### src/rtl/swv_waveform_sequencer_if.sv
// DAC code handshake between the waveform sequencer and the serial DAC controller.
interface swv_waveform_sequencer_if #(
  parameter int DAC_WIDTH = 8
);
  logic [DAC_WIDTH-1:0] dac_data;
  logic                 dac_valid;
  logic                 dac_ready;

  modport master (output dac_data, output dac_valid, input dac_ready);
  modport slave  (input dac_data, input dac_valid, output dac_ready);
endinterface

### src/rtl/swv_waveform_sequencer.sv
// Square-wave voltammetry waveform sequencer: staircase, SWV and cyclic SWV
// DAC code generation with valid/ready output and ADC sample strobes.
module swv_waveform_sequencer #(
  parameter int DAC_WIDTH      = 8,
  parameter int PERIOD_WIDTH   = 24,
  parameter int STEP_CNT_WIDTH = 16
) (
  input  logic                      ti_clk,
  input  logic                      rst,
  input  logic [DAC_WIDTH-1:0]      cfg_start,
  input  logic [DAC_WIDTH-1:0]      cfg_stop,
  input  logic [DAC_WIDTH-1:0]      cfg_step,
  input  logic [DAC_WIDTH-1:0]      cfg_amp,
  input  logic [PERIOD_WIDTH-1:0]   cfg_half_period,
  input  logic [1:0]                cfg_mode,
  input  logic                      start_trig,
  input  logic                      abort_trig,
  swv_waveform_sequencer_if.master  dacBus,
  output logic                      sample_fwd,
  output logic                      sample_rev,
  output logic [STEP_CNT_WIDTH-1:0] step_index,
  output logic                      busy,
  output logic                      shield,
  output logic                      done
);

  // Two extra bits give a sign bit and one overflow bit for base +/- amp/step.
  localparam int AW = DAC_WIDTH + 2;
  localparam logic [PERIOD_WIDTH-1:0]   P_ZERO = {PERIOD_WIDTH{1'b0}};
  localparam logic [PERIOD_WIDTH-1:0]   P_ONE  = {{(PERIOD_WIDTH-1){1'b0}}, 1'b1};
  localparam logic [STEP_CNT_WIDTH-1:0] S_ZERO = {STEP_CNT_WIDTH{1'b0}};
  localparam logic [STEP_CNT_WIDTH-1:0] S_ONE  = {{(STEP_CNT_WIDTH-1){1'b0}}, 1'b1};
  localparam logic [DAC_WIDTH-1:0]      D_ZERO = {DAC_WIDTH{1'b0}};
  localparam logic [DAC_WIDTH-1:0]      D_MAX  = {DAC_WIDTH{1'b1}};

  typedef enum logic [2:0] {
    IDLE     = 3'd0,
    LOAD     = 3'd1,
    FWD_OUT  = 3'd2,
    FWD_WAIT = 3'd3,
    REV_OUT  = 3'd4,
    REV_WAIT = 3'd5,
    ADVANCE  = 3'd6,
    DONE     = 3'd7
  } state_t;

  state_t                    state_r;
  logic [DAC_WIDTH-1:0]      start_r, stop_r, step_r, amp_r, base_r;
  logic [PERIOD_WIDTH-1:0]   halfPeriod_r, cnt_r;
  logic [1:0]                mode_r;
  logic                      up_r, returned_r;
  logic [STEP_CNT_WIDTH-1:0] stepIdx_r;
  logic [DAC_WIDTH-1:0]      dacData_r;
  logic                      dacValid_r, sampleFwd_r, sampleRev_r;
  logic                      busy_r, shield_r, done_r;

  logic [PERIOD_WIDTH-1:0]   halfEff_s;
  logic signed [AW-1:0]      nextBase_s, target_s, returnBase_s;
  logic                      ended_s;

  function automatic logic signed [AW-1:0] ext(input logic [DAC_WIDTH-1:0] v);
    return $signed({2'b00, v});
  endfunction

  // Clamp a signed intermediate into the unsigned DAC code range.
  function automatic logic [DAC_WIDTH-1:0] sat(input logic signed [AW-1:0] v);
    logic [DAC_WIDTH-1:0] r;
    if (v[AW-1]) begin
      r = D_ZERO;
    end else if (v[AW-2]) begin
      r = D_MAX;
    end else begin
      r = v[DAC_WIDTH-1:0];
    end
    return r;
  endfunction

  // Forward phase code: plain base on a staircase, otherwise offset in sweep direction.
  function automatic logic [DAC_WIDTH-1:0] fwdCode(input logic [DAC_WIDTH-1:0] b,
                                                   input logic [DAC_WIDTH-1:0] a,
                                                   input logic up,
                                                   input logic [1:0] m);
    logic [DAC_WIDTH-1:0] r;
    if (m == 2'd0) begin
      r = b;
    end else if (up) begin
      r = sat(ext(b) + ext(a));
    end else begin
      r = sat(ext(b) - ext(a));
    end
    return r;
  endfunction

  // Reverse phase code: offset against the sweep direction.
  function automatic logic [DAC_WIDTH-1:0] revCode(input logic [DAC_WIDTH-1:0] b,
                                                   input logic [DAC_WIDTH-1:0] a,
                                                   input logic up);
    logic [DAC_WIDTH-1:0] r;
    if (up) begin
      r = sat(ext(b) - ext(a));
    end else begin
      r = sat(ext(b) + ext(a));
    end
    return r;
  endfunction

  // Step arithmetic and end-of-sweep detection from the latched configuration.
  always_comb begin
    halfEff_s    = halfPeriod_r;
    nextBase_s   = ext(base_r);
    target_s     = ext(stop_r);
    returnBase_s = ext(stop_r);
    ended_s      = 1'b0;
    if (halfPeriod_r == P_ZERO) begin
      halfEff_s = P_ONE;
    end else begin
      halfEff_s = halfPeriod_r;
    end
    if (returned_r) begin
      target_s = ext(start_r);
    end else begin
      target_s = ext(stop_r);
    end
    if (up_r) begin
      nextBase_s   = ext(base_r) + ext(step_r);
      returnBase_s = ext(stop_r) - ext(step_r);
      if (returnBase_s < ext(start_r)) begin
        returnBase_s = ext(start_r);
      end else begin
        returnBase_s = returnBase_s;
      end
      ended_s = (nextBase_s > target_s);
    end else begin
      nextBase_s   = ext(base_r) - ext(step_r);
      returnBase_s = ext(stop_r) + ext(step_r);
      if (returnBase_s > ext(start_r)) begin
        returnBase_s = ext(start_r);
      end else begin
        returnBase_s = returnBase_s;
      end
      ended_s = (nextBase_s < target_s);
    end
    if ((step_r == D_ZERO) || (ext(base_r) == target_s)) begin
      ended_s = 1'b1;
    end else begin
      ended_s = ended_s;
    end
  end

  // Sequencer FSM with all outputs registered; abort overrides everything but reset.
  always_ff @(posedge ti_clk) begin
    if (rst) begin
      state_r      <= IDLE;
      start_r      <= D_ZERO;
      stop_r       <= D_ZERO;
      step_r       <= D_ZERO;
      amp_r        <= D_ZERO;
      base_r       <= D_ZERO;
      halfPeriod_r <= P_ZERO;
      cnt_r        <= P_ZERO;
      mode_r       <= 2'd0;
      up_r         <= 1'b0;
      returned_r   <= 1'b0;
      stepIdx_r    <= S_ZERO;
      dacData_r    <= D_ZERO;
      dacValid_r   <= 1'b0;
      sampleFwd_r  <= 1'b0;
      sampleRev_r  <= 1'b0;
      busy_r       <= 1'b0;
      shield_r     <= 1'b0;
      done_r       <= 1'b0;
    end else if (abort_trig) begin
      state_r     <= IDLE;
      dacValid_r  <= 1'b0;
      sampleFwd_r <= 1'b0;
      sampleRev_r <= 1'b0;
      busy_r      <= 1'b0;
      shield_r    <= 1'b0;
      done_r      <= 1'b0;
    end else begin
      sampleFwd_r <= 1'b0;
      sampleRev_r <= 1'b0;
      done_r      <= 1'b0;
      case (state_r)
        IDLE: begin
          if (start_trig) begin
            state_r  <= LOAD;
            busy_r   <= 1'b1;
            shield_r <= 1'b1;
          end
        end
        LOAD: begin
          start_r      <= cfg_start;
          stop_r       <= cfg_stop;
          step_r       <= cfg_step;
          amp_r        <= cfg_amp;
          halfPeriod_r <= cfg_half_period;
          mode_r       <= cfg_mode;
          base_r       <= cfg_start;
          up_r         <= (cfg_stop >= cfg_start);
          returned_r   <= 1'b0;
          stepIdx_r    <= S_ZERO;
          dacData_r    <= fwdCode(cfg_start, cfg_amp, (cfg_stop >= cfg_start), cfg_mode);
          dacValid_r   <= 1'b1;
          state_r      <= FWD_OUT;
        end
        FWD_OUT: begin
          if (dacBus.dac_ready) begin
            dacValid_r  <= 1'b0;
            cnt_r       <= P_ONE;
            sampleFwd_r <= (halfEff_s == P_ONE);
            state_r     <= FWD_WAIT;
          end
        end
        FWD_WAIT: begin
          if (cnt_r == halfEff_s) begin
            if (mode_r == 2'd0) begin
              state_r <= ADVANCE;
            end else begin
              dacData_r  <= revCode(base_r, amp_r, up_r);
              dacValid_r <= 1'b1;
              state_r    <= REV_OUT;
            end
          end else begin
            cnt_r       <= cnt_r + P_ONE;
            sampleFwd_r <= ((cnt_r + P_ONE) == halfEff_s);
          end
        end
        REV_OUT: begin
          if (dacBus.dac_ready) begin
            dacValid_r  <= 1'b0;
            cnt_r       <= P_ONE;
            sampleRev_r <= (halfEff_s == P_ONE);
            state_r     <= REV_WAIT;
          end
        end
        REV_WAIT: begin
          if (cnt_r == halfEff_s) begin
            state_r <= ADVANCE;
          end else begin
            cnt_r       <= cnt_r + P_ONE;
            sampleRev_r <= ((cnt_r + P_ONE) == halfEff_s);
          end
        end
        ADVANCE: begin
          stepIdx_r <= stepIdx_r + S_ONE;
          if (!ended_s) begin
            base_r     <= nextBase_s[DAC_WIDTH-1:0];
            dacData_r  <= fwdCode(nextBase_s[DAC_WIDTH-1:0], amp_r, up_r, mode_r);
            dacValid_r <= 1'b1;
            state_r    <= FWD_OUT;
          end else if ((mode_r == 2'd2) && !returned_r && (start_r != stop_r)) begin
            // Turn around for the return sweep, one step back from the stop code.
            returned_r <= 1'b1;
            up_r       <= !up_r;
            base_r     <= returnBase_s[DAC_WIDTH-1:0];
            dacData_r  <= fwdCode(returnBase_s[DAC_WIDTH-1:0], amp_r, !up_r, mode_r);
            dacValid_r <= 1'b1;
            state_r    <= FWD_OUT;
          end else begin
            done_r  <= 1'b1;
            state_r <= DONE;
          end
        end
        DONE: begin
          busy_r   <= 1'b0;
          shield_r <= 1'b0;
          state_r  <= IDLE;
        end
        default: begin
          dacValid_r <= 1'b0;
          busy_r     <= 1'b0;
          shield_r   <= 1'b0;
          state_r    <= IDLE;
        end
      endcase
    end
  end

  assign dacBus.dac_data  = dacData_r;
  assign dacBus.dac_valid = dacValid_r;
  assign sample_fwd       = sampleFwd_r;
  assign sample_rev       = sampleRev_r;
  assign step_index       = stepIdx_r;
  assign busy             = busy_r;
  assign shield           = shield_r;
  assign done             = done_r;

endmodule

### src/flat_wrapper.sv
// flat-port wrapper written by rule: the top's interface ports become plain ports
module swv_waveform_sequencer_flat 
#(
  parameter int DAC_WIDTH      = 8,
  parameter int PERIOD_WIDTH   = 24,
  parameter int STEP_CNT_WIDTH = 16
)
  (ti_clk, rst, cfg_start, cfg_stop, cfg_step, cfg_amp, cfg_half_period, cfg_mode, start_trig, abort_trig, sample_fwd, sample_rev, step_index, busy, shield, done, dacBus_dac_data, dacBus_dac_valid, dacBus_dac_ready);
  swv_waveform_sequencer_if #(.DAC_WIDTH(DAC_WIDTH)) dacBus_i ();
  input  logic ti_clk;
  input  logic rst;
  input  logic [DAC_WIDTH-1:0] cfg_start;
  input  logic [DAC_WIDTH-1:0] cfg_stop;
  input  logic [DAC_WIDTH-1:0] cfg_step;
  input  logic [DAC_WIDTH-1:0] cfg_amp;
  input  logic [PERIOD_WIDTH-1:0] cfg_half_period;
  input  logic [1:0] cfg_mode;
  input  logic start_trig;
  input  logic abort_trig;
  output logic sample_fwd;
  output logic sample_rev;
  output logic [STEP_CNT_WIDTH-1:0] step_index;
  output logic busy;
  output logic shield;
  output logic done;
  output wire logic [$bits(dacBus_i.dac_data)-1:0] dacBus_dac_data;
  output wire logic [$bits(dacBus_i.dac_valid)-1:0] dacBus_dac_valid;
  input wire logic [$bits(dacBus_i.dac_ready)-1:0] dacBus_dac_ready;
  assign dacBus_dac_data = dacBus_i.dac_data;
  assign dacBus_dac_valid = dacBus_i.dac_valid;
  assign dacBus_i.dac_ready = dacBus_dac_ready;
  swv_waveform_sequencer #(.DAC_WIDTH(DAC_WIDTH), .PERIOD_WIDTH(PERIOD_WIDTH), .STEP_CNT_WIDTH(STEP_CNT_WIDTH)) u_core (.ti_clk(ti_clk), .rst(rst), .cfg_start(cfg_start), .cfg_stop(cfg_stop), .cfg_step(cfg_step), .cfg_amp(cfg_amp), .cfg_half_period(cfg_half_period), .cfg_mode(cfg_mode), .start_trig(start_trig), .abort_trig(abort_trig), .dacBus(dacBus_i), .sample_fwd(sample_fwd), .sample_rev(sample_rev), .step_index(step_index), .busy(busy), .shield(shield), .done(done));
endmodule
### config.mk
export PLATFORM = sky130hd
export DESIGN_NAME = swv_waveform_sequencer_flat
export DESIGN_NICKNAME = d
export VERILOG_FILES = /design/src/rtl/swv_waveform_sequencer_if.sv /design/src/rtl/swv_waveform_sequencer.sv /design/src/flat_wrapper.sv
export SDC_FILE = /design/constraint.sdc
export NUM_CORES = 1
export LEC_CHECK = 0
export CAP_MARGIN = 15
export CORE_UTILIZATION = 25
export CTS_CLUSTER_DIAMETER = 100
export DETAILED_ROUTE_END_ITERATION = 6
export GPL_TIMING_DRIVEN = 1
export MAX_ROUTING_LAYER = met4
export PLACE_DENSITY = 0.51
export SLEW_MARGIN = 10
export SYNTH_ARGS = -nofsm -noshare
export SYNTH_HDL_FRONTEND = slang
export SYNTH_SLANG_ARGS = --single-unit
### constraint.sdc
create_clock -name ti_clk -period 16.1 [get_ports ti_clk]
set_input_delay 1.61 -clock ti_clk [delete_from_list [all_inputs] [get_ports ti_clk]]
set_output_delay 1.61 -clock ti_clk [all_outputs]
set_load 0.05 [all_outputs]
==> metrics.yaml <==
sta:
  rsz0062_at_grt: "false"
  relSlewSlack_pct: 26.6
  tightest_slew_ns: 1.09
  setup_violations: 0
  period_share_pct: 43.2
  fmax_ghz: 0.144
  skew_ns: 0.0143
  drv_slew: 0
  setup_tns_ns: 0
  finalHoldViolations: 0
  fin_crit_ns: 6.95
grt:
  track_usage_pct: 17.6
  grt_start_max_net_pins: 68
  grt_pass1_wl_um: 66000
  grt-ovfl-total: 0
  antenna_found_initial: 0
  grt_pass1_vias: 11200
worst_setup_path:
  crit_type: "flip-flop to flip-flop"
  critPathLaunchType: "flip-flop"
  critPathRequiredTime_ns: 16.43
  cp_data_arrival_time_ns: 7.28
  end_kind: "flip-flop"
  cp_max_fo: 8
cts:
  h-tree-depth: 4
  ctsHoldBuffers: 0
  cts.sinks: 124
  clkLatencyLatePin_ns: 0.45
  clkSlewWorstSetupHoldPaths_ns: 0.07
  cts_resized: 0
  post-cts-setup-buffers: 0
  clockBufferDepth: 2
  cts-root-buf: "clkbuf_16"
  cts_buffers: 17
  cts_tree: "done"
logic_synthesis:
  yosysWarnings: 0
  synth_area_um2: 12200
  synth.distinct_cells: 80
  avgSynthCellArea_um2: 7.43
  synthFlopType: "dfxtp_1"
  synthArstFlopShare_pct: 0
  syn_inst: 1643
  synth_edf_count: 0
  synth_nets: 1853
  yosys_register_bits: 124
  ys_seq_area_share_pct: 20.3
route:
  drc: 0
  detail_route.first_pass.iterations: 5
  antenna_left: 0
  drt-initial-drc-count: 916
  vias: 11900
  vias_per_cell: 5.14
  wire_per_inst_um: 18.3
  wirelength_um: 42200
outcome:
  outcome: "finished clean"
layout:
  areaGrowthSynthToFinish_pct: 16.4
  antenna_cells: 0
  fin_util_pct: 29.6
  fin_nets: 1889
  drive_gt1_share_pct: 4.67
die:
  die_w_um: 223
  floorplan.initialDensity_pct: 25.5
  ios: 93
  coreArea_um2: 47900
  rows: 80
  fp.dieArea_um2: 49700
  die-height_um: 223
min_path:
  holdCritPathClass: "flip-flop to flip-flop"
place:
  routabilityCongestion: 0.927
  port_buffers: 92
  dpl.hpwl_um: 33300
power_and_ir_drop:
  total_leakage_power_uw: 0.00542
  ir_worst_vdd_uv: 70.4
  p_per_area_nw_per_um2: 74.4
job:
  drv_cap: 0
==> state kept, by name, summed over array words and instances (netlist names), 2 cells and up <==
name                    flops
u_core.stop_r               8
u_core.step_r               8
u_core.cnt_r               24
u_core.state_r              3
u_core.base_r               8
u_core.amp_r                8
u_core.step_index          16
u_core.dacBus.dac_data      8
u_core.start_r              8
u_core.halfPeriod_r        24
u_core.mode_r               2
==> worst max-delay path: stages, from the launching register on <==
cell      delay, ns
dfxtp_1        0.52
inv_1          0.19
ha_1           0.34
inv_1          0.06
a21oi_1        0.08
o41ai_1        0.45
o41ai_1        0.13
xor2_1         0.18
ha_1           0.24
a211oi_2       0.18
a21boi_0       0.21
a211oi_1       0.10
nor4_4         0.60
mux2i_1        0.20
mux2i_2        0.48
nand2_1        0.13
fa_1           0.43
a21o_1         0.18
a21oi_1        0.30
o21ai_0        0.15
o211a_1        0.16
o31ai_1        0.87
nor3_1         0.13
o21ai_0        0.13
a211oi_1       0.08
o31a_1         0.30
==> power breakdown <==
group,switching [µW],internal (µW),total (µW)
Sequential,12.1,313,325
Combinational,197,135,333
Clock,169,231,400
Total,378,679,1060
==> Yosys cell counts (all sizes together) (5+ instances only) <==
cell type	number	area (µm²)
xor2	45	394
fa	12	240
nor4	13	103
nand3b	12	90.1
ha	135	1690
a21o	15	113
a211o	9	78.8
mux2	6	67.6
o21ai	58	290
and2	7	43.8
nor2b	28	175
nand3	38	208
o2111ai	7	61.3
o221ai	7	61.3
nor3b	5	42.5
o22ai	8	50.1
o31ai	13	97.6
o21a	11	82.6
clkbuf	59	221
nor3	55	280
nand4	22	144
a311oi	11	96.3
xnor2	76	666
a21oi	170	855
buf	27	158
dfxtp	124	2480
o211ai	14	105
a211oi	20	155
mux2i	38	384
inv	92	345
o41ai	7	61.3
a221oi	8	76.3
or3	13	86.3
nand2	227	852
nand2b	25	156
a31oi	14	87.6
nor2	141	529
o21bai	13	97.6
and3	7	43.8
or2	9	56.3
==> per-stage QoR <==
stage | instance area [µm²] | setup slack (ns) | power, µW | cells | hold slack, ns
after floorplan | 12200 | 10.50 | 561 | 1643 | 0.436
after global placement | 13600 | 9.24 | 661 | 2275 | 0.452
after detailed placement | 13600 | 9.21 | 661 | 2275 | 0.456
after CTS | 14200 | 9.10 | 1060 | 2307 | 0.465
after global routing | 14200 | 8.43 | 1110 | 2307 | 0.506
final | 14200 | 9.15 | 1060 | 2307 | 0.467
==> layout make-up <==
type	instances	area, µm²
clock buffers	18	429
clock inverters	14	161
fillers	5163	33700
inverters	92	345
multi-input cells	1341	9010
flip-flops and latches	124	2480
well taps	615	769
repair buffers	103	1000
==> logic make-up (layout without fill, tap and decap cells) <==
kind of cell	after synthesis	in the layout	share of synthesized area, %
multiplexers	44	44	3.70
adder cells (fa/ha/maj)	147	147	15.8
AO/OA/AOI/OAI	415	415	21.7
XOR/XNOR	121	121	8.68
flip-flops	124	124	20.3
AND/OR/NAND/NOR	614	614	23.8
buffers and inverters	178	227	5.94
==> layout by cell type (no fill, tap or decap), types with 8 or more instances in the layout <==
cell               n
o31ai_1           13
xor2_1            45
nand2b_1          25
nor4_1            11
buf_4             12
o21ai_0           57
o211ai_1          14
a211oi_1          19
a21o_1            15
o22ai_1            8
dfxtp_1          123
a311oi_1          10
ha_1             135
o21bai_1          13
a31oi_1           14
nand3b_1          12
fa_1              12
nor3_1            53
nand4_1           21
a211o_1            9
a21oi_1          169
clkbuf_16         17
nor2b_1           28
or3_1             11
o21a_1            11
clkdlybuf4s50_1   91
xnor2_1           76
or2_2              9
mux2i_1           37
inv_1             91
nand2_1          227
nor2_1           141
nand3_1           36
==> final timing paths <==
| check | start | end | slack (ns) | cells after the start |
|---|---|---|---|---|
| worst max register to register | u_core.step_r[1] | u_core.dacBus.dac_data[3] | 9.15 | 25 |
| worst min register to register | u_core.halfPeriod_r[0] | u_core.halfPeriod_r[0] | 0.47 | 2 |
| worst min-delay path | u_core.halfPeriod_r[0] | u_core.halfPeriod_r[0] | 0.47 | 2 |
| worst max-delay path | u_core.step_r[1] | u_core.dacBus.dac_data[3] | 9.15 | 25 |
==> routing by layer <==
metal,up-vias,wire length [µm],GRT usage [%]
li1,5868,-,-
met1,5676,20500,24.3
met2,288,19300,27.6
met3,28,2060,1.96
met4,0,430,3.56
met5,-,0,-
Power figures use the tool's default switching activity.
